<file path="config.mk">
export PLATFORM = sky130hd
export DESIGN_NAME = multicycle_control
export DESIGN_NICKNAME = d
export VERILOG_FILES = /design/src/rtl/multicycle_control.sv
export SDC_FILE = /design/constraint.sdc
export NUM_CORES = 1
export LEC_CHECK = 0
export BUFFER_PORTS_ARGS = -buffer_cell sky130_fd_sc_hd__buf_2
export CELL_PAD_IN_SITES_DETAIL_PLACEMENT = 0
export CELL_PAD_IN_SITES_GLOBAL_PLACEMENT = 2
export CORE_MARGIN = 2
export CORE_UTILIZATION = 21
export CTS_BUF_LIST = sky130_fd_sc_hd__clkbuf_8 sky130_fd_sc_hd__clkbuf_16
export CTS_CLUSTER_DIAMETER = 30
export DETAILED_ROUTE_END_ITERATION = 8
export PLACE_DENSITY_LB_ADDON = 0.1
export SYNTH_ARGS = -nofsm -noshare
export SYNTH_HDL_FRONTEND = slang
export SYNTH_SLANG_ARGS = --single-unit
</file>
<file path="constraint.sdc">
create_clock -name Clk -period 2 [get_ports Clk]
set_clock_uncertainty 0.15 [all_clocks]
set_input_delay 0.1 -clock Clk [delete_from_list [all_inputs] [get_ports Clk]]
set_output_delay 0.1 -clock Clk [all_outputs]
set_load 0.1 [all_outputs]
</file>
<file path="src/rtl/multicycle_control.sv">
// Multi-cycle MIPS main controller.
// Moore FSM that sequences the shared datapath (memory, ALU, register file,
// IR/MDR/A/B/ALUOut) for lw, sw, R-type, beq and j, with a MemReady wait
// handshake on every memory access. ALUOp is decoded further by ALU control.
//
// Build option: define ADDI_EN to add addi support (ADDIEX/ADDIWB states).
// Without it, opcode 001000 is treated as illegal.
//
// state  | meaning
// FETCH  | read instruction at PC, PC+4 into PC, load IR (waits on MemReady)
// DECODE | PC+(imm<<2) into ALUOut, dispatch on opcode
// MEMADR | A+signext address calculation for lw/sw
// MEMRD  | data read at ALUOut (waits on MemReady)
// MEMWB  | MDR written to rt
// MEMWR  | data write at ALUOut (waits on MemReady)
// EXEC   | R-type ALU operation on A,B
// RWB    | ALUOut written to rd
// BRANCH | compare A,B; take branch target from ALUOut if equal
// JUMP   | load PC with jump target
// ADDIEX | A+signext (ADDI_EN only)
// ADDIWB | ALUOut written to rt (ADDI_EN only)
// RST    | post-reset idle cycle, all outputs low
module multicycle_control (
  input  logic       Clk,
  input  logic       Reset_n,
  input  logic [5:0] OpCode,
  input  logic       MemReady,
  output logic       PCWrite,
  output logic       PCWriteCond,
  output logic       IorD,
  output logic       MemRead,
  output logic       MemWrite,
  output logic       IRWrite,
  output logic       MemToReg,
  output logic       RegDst,
  output logic       RegWrite,
  output logic       ALUSrcA,
  output logic [1:0] ALUSrcB,
  output logic [1:0] ALUOp,
  output logic [1:0] PCSource,
  output logic       Done,
  output logic       Illegal,
  output logic [3:0] State
);

  typedef enum logic [3:0] {
    S_FETCH  = 4'd0,
    S_DECODE = 4'd1,
    S_MEMADR = 4'd2,
    S_MEMRD  = 4'd3,
    S_MEMWB  = 4'd4,
    S_MEMWR  = 4'd5,
    S_EXEC   = 4'd6,
    S_RWB    = 4'd7,
    S_BRANCH = 4'd8,
    S_JUMP   = 4'd9,
    S_ADDIEX = 4'd10,
    S_ADDIWB = 4'd11,
    S_RST    = 4'd15
  } state_e;

  localparam logic [5:0] OP_RTYPE = 6'b000000;
  localparam logic [5:0] OP_J     = 6'b000010;
  localparam logic [5:0] OP_BEQ   = 6'b000100;
  localparam logic [5:0] OP_ADDI  = 6'b001000;
  localparam logic [5:0] OP_LW    = 6'b100011;
  localparam logic [5:0] OP_SW    = 6'b101011;

  state_e state_q, state_d;

  // State register; reset parks the FSM in RST, which forces every output low.
  always_ff @(posedge Clk or negedge Reset_n) begin
    if (!Reset_n) state_q <= S_RST;
    else          state_q <= state_d;
  end

  // Next-state and output decode; everything defaults to 0 and unknown
  // encodings (including disabled addi states) fall back to RST.
  always_comb begin
    state_d     = S_RST;
    PCWrite     = 1'b0;
    PCWriteCond = 1'b0;
    IorD        = 1'b0;
    MemRead     = 1'b0;
    MemWrite    = 1'b0;
    IRWrite     = 1'b0;
    MemToReg    = 1'b0;
    RegDst      = 1'b0;
    RegWrite    = 1'b0;
    ALUSrcA     = 1'b0;
    ALUSrcB     = 2'b00;
    ALUOp       = 2'b00;
    PCSource    = 2'b00;
    Done        = 1'b0;
    Illegal     = 1'b0;

    case (state_q)
      S_RST: state_d = S_FETCH;

      S_FETCH: begin
        MemRead = 1'b1;
        ALUSrcB = 2'b01;
        // PC and IR only load on the cycle the memory actually returns data.
        IRWrite = MemReady;
        PCWrite = MemReady;
        state_d = MemReady ? S_DECODE : S_FETCH;
      end

      S_DECODE: begin
        ALUSrcB = 2'b11;
        case (OpCode)
          OP_LW, OP_SW: state_d = S_MEMADR;
          OP_RTYPE:     state_d = S_EXEC;
          OP_BEQ:       state_d = S_BRANCH;
          OP_J:         state_d = S_JUMP;
`ifdef ADDI_EN
          OP_ADDI:      state_d = S_ADDIEX;
`endif
          default: begin
            state_d = S_FETCH;
            Illegal = 1'b1;
            Done    = 1'b1;
          end
        endcase
      end

      S_MEMADR: begin
        ALUSrcA = 1'b1;
        ALUSrcB = 2'b10;
        // IR still holds the opcode; anything reaching here that is not lw is sw.
        state_d = (OpCode == OP_LW) ? S_MEMRD : S_MEMWR;
      end

      S_MEMRD: begin
        MemRead = 1'b1;
        IorD    = 1'b1;
        state_d = MemReady ? S_MEMWB : S_MEMRD;
      end

      S_MEMWB: begin
        RegWrite = 1'b1;
        MemToReg = 1'b1;
        Done     = 1'b1;
        state_d  = S_FETCH;
      end

      S_MEMWR: begin
        MemWrite = 1'b1;
        IorD     = 1'b1;
        Done     = MemReady;
        state_d  = MemReady ? S_FETCH : S_MEMWR;
      end

      S_EXEC: begin
        ALUSrcA = 1'b1;
        ALUOp   = 2'b10;
        state_d = S_RWB;
      end

      S_RWB: begin
        RegWrite = 1'b1;
        RegDst   = 1'b1;
        Done     = 1'b1;
        state_d  = S_FETCH;
      end

      S_BRANCH: begin
        ALUSrcA     = 1'b1;
        ALUOp       = 2'b01;
        PCWriteCond = 1'b1;
        PCSource    = 2'b01;
        Done        = 1'b1;
        state_d     = S_FETCH;
      end

      S_JUMP: begin
        PCWrite  = 1'b1;
        PCSource = 2'b10;
        Done     = 1'b1;
        state_d  = S_FETCH;
      end

`ifdef ADDI_EN
      S_ADDIEX: begin
        ALUSrcA = 1'b1;
        ALUSrcB = 2'b10;
        state_d = S_ADDIWB;
      end

      S_ADDIWB: begin
        RegWrite = 1'b1;
        Done     = 1'b1;
        state_d  = S_FETCH;
      end
`endif

      default: state_d = S_RST;
    endcase
  end

  assign State = state_q;

endmodule
</file>
==> metrics.csv <==
metric;value;unit
cts-htree-levels;1;
violations;negative setup slack;
clk_latency;0.22;ns
fin_total_pwr;0.000751;W
power_per_cell_area;600;mW/mm^2
number_of_failing_hold_endpoints_at_the_final_stage;0;
worstRegToRegCells;4;
setup_viol;2;
tritoncts_clock_tree;yes;
maxSlewHeadroom;0.679;
worst_pin_slew;0.485;ns
largest_register_ff_count;4;
grt_overflow;0;
grt_setup_unrepaired;true;
worst_ir_drop_vdd;420;uV
outcome;finished, violations left;
detail_route.first_pass.iterations;4;
antenna_cells_inserted;0;
largest_fanout_on_the_critical_path;3;
fin_ws;-0.0805;ns
netlist_instances;77;
drv_slew;0;
gp_routability_congestion;0.761;
drt_iter0_markers;12;
power.net_switching;0.000364;W
drc;0;
ctsRootBufferMaster;clkbuf_8;
grt_max_degree;20;
fin_nets;123;
worst-endpoint-arrival;1.83;ns
gr-usage-all-layers;0.134;
dieArea;0.00299;mm^2
detailed_route_via_count;685;
crit_buf_inv;2;
io_buffers;30;
whs;0.0517;ns
clockBufferDepth;2;
grt_first_pass_wirelength;2.89;mm
period_needed;2.08;ns
r2r-start;State[0];
antenna_found_initial;0;
power.share.combinational;0.641;
numPlacedInstances;137;
start_util;0.220;
placement_rows;18;
count_of_flip_flops_with_a_built_in_enable_after_synthesis;0;
sw_frac;0.484;
cts_buffers;3;
critical_path.top_delay_family;flip-flops;
clkPwrFrac;0.234;
reg2reg_slack;0.05;ns
yosysSeqAreaShare;0.195;
avgRoutedWirePerCell;12.3;um
detailed_place_hpwl;1.48;mm
min_from;OpCode[1];
total_leakage_power;0.481;nW
layout-area-overhead-vs-synth;132;%
avgViaCountPerCell;4.79;
post_route_cells_drive_above_1_share;0.593;
grt_pass1_vias;623;
worst-setup-path-type;reg -> out;
clock.fmax;481;MHz
detail_route.wirelength;1.76;mm
post_cts.repair.setup_buffers;0;
syn-mean-instance-area;7.00;um^2
asyncSetResetFlopFracSynth;1.00;
ys.flop_type;dfstp_2;
syn_area;539;um^2
ioPinCount;31;
whs_path_depth;4;
non_filler_instance_count_after_layout;143;
cp-end-kind;output pin;
antenna_violating_nets_post_route;0;
ys.warnings.count;0;
synth_nets;86;
critical_path.reg2reg.endpoint;State[2];
die_x;54.7;um
pwr-share-seq;0.125;
clk_pin_slew;0.03;ns
p_int;0.000388;W
critical-path-max-stage-delay;0.60;ns
final_worst_path_cycle_share;1.04;
crit_path_cell_trace;or4b_4 -> a211oi_4 -> buf_4 -> buf_12;
placement.setup.worst_slack;0.0488;ns
timing.hold.worst_endpoint;State[2];
startpoint_type;flop;
timing.hold.worst.class;in -> reg;
critical_path_required;1.75;ns
drv.max_cap_violation_count;0;
postSynthRegisterBits;4;
utilization;0.510;
dieHeight;54.7;um
coreArea;0.00245;mm^2
crit_slowest_cell;dfstp_4;
count_of_unique_library_cells_instantiated_by_yosys;35;
cts.sink_count;4;
## per-stage QoR
stage / setup TNS, ns / area [um^2]
2_1_floorplan: -5.59 / 733
3_3_place_gp: 0 / 1180
3_5_place_dp: 0 / 1180
4_1_cts: -0.175 / 1250
5_1_grt: -0.271 / 1250
6_report: -0.143 / 1250
## synthesized netlist by cell type (2+ instances only)
cell type  instances  area share
a21oi_1            4       0.037
buf_4              2       0.028
clkbuf_1           4       0.028
dfstp_2            4        0.19
inv_1              2       0.014
mux2i_1            2       0.037
nand2_1            2       0.014
nand2b_1           3       0.035
nand3_1            2       0.019
nor2_1            13       0.090
nor2b_1            5       0.058
nor3_1             5       0.046
o21ai_0            2       0.019
o21ai_1            3       0.028
o22ai_1            2       0.023
or2_1              2       0.023
xnor2_1            2       0.032
## what timing repair did
action / in CTS / in global routing
hold endpoints to repair: 5 / 0
hold buffers: 2 / 0
resized for setup: 2 / 0
pin swaps: 1 / 1
setup endpoints to repair: 9 / 5
## power groups by stage
| stage | Sequential [W] | Clock [W] | Combinational [W] |
|---|---|---|---|
| after floorplan | 0.000128 | 0 | 0.000298 |
| after global placement | 0.0000941 | 0 | 0.000480 |
| after detailed placement | 0.0000944 | 0 | 0.000482 |
| after CTS | 0.0000937 | 0.000181 | 0.000486 |
| after global routing | 0.0000946 | 0.000186 | 0.000502 |
| final | 0.0000936 | 0.000176 | 0.000482 |
## cell usage in the layout (no fill, tap or decap), types with 2 or more instances in the layout
master / count
nor2_4: 6
mux2i_1: 2
nor2_1: 5
nor3_4: 4
clkbuf_8: 3
nand2b_1: 3
a21oi_4: 2
buf_12: 18
dlygate4sd3_1: 2
nand2_1: 2
o21ai_1: 3
buf_4: 7
nor2b_1: 5
nand3_1: 2
nor2_2: 2
o22ai_1: 2
buf_2: 12
inv_1: 3
o21ai_0: 2
dfstp_4: 3
a21oi_1: 2
## area by class of cell
| type | instances | area [um^2] |
|---|---|---|
| multi-input combinational | 62 | 538 |
| clock buffer | 3 | 41.3 |
| fill | 241 | 1200 |
| timing repair buffer | 40 | 504 |
| inverter | 3 | 11.3 |
| tap | 30 | 37.5 |
| clock inverter | 1 | 3.75 |
| sequential | 4 | 116 |
## worst reg2reg max path, cell delays in order (launching register included)
cell,delay (ns)
dfstp_4,0.60
or4b_4,0.49
or4_1,0.44
nand2b_4,0.16
o21ai_2,0.04
## metal layers
layer  up-vias  routed length [um]  GRT usage
li1        345                   -          -
met5         -                   0          0
met3         2                  65     0.0164
met1       320                 796      0.191
met2        18                 882      0.210
met4         0                  17     0.0375
## how the worst max path moves through the flow
stage,from,depth (start not counted),slack [ns],endpoint
final,State[0],4,-0.08,Illegal
after CTS,State[0],4,-0.1,Illegal
after detailed placement,State[0],4,0.05,State[2]
after global routing,State[0],4,-0.15,Illegal
after floorplan,State[0],3,-0.84,Done
after global placement,State[0],4,0.07,State[2]
## cell families after synthesis
logic type | count (synthesis) | share of synthesized area
AND/OR/NAND/NOR | 39 | 0.401
AO/OA/AOI/OAI | 19 | 0.230
buffers and inverters | 11 | 0.104
flip-flops | 4 | 0.195
XOR/XNOR | 2 | 0.0325
multiplexers | 2 | 0.0371
(Power assumes the default switching activity.)
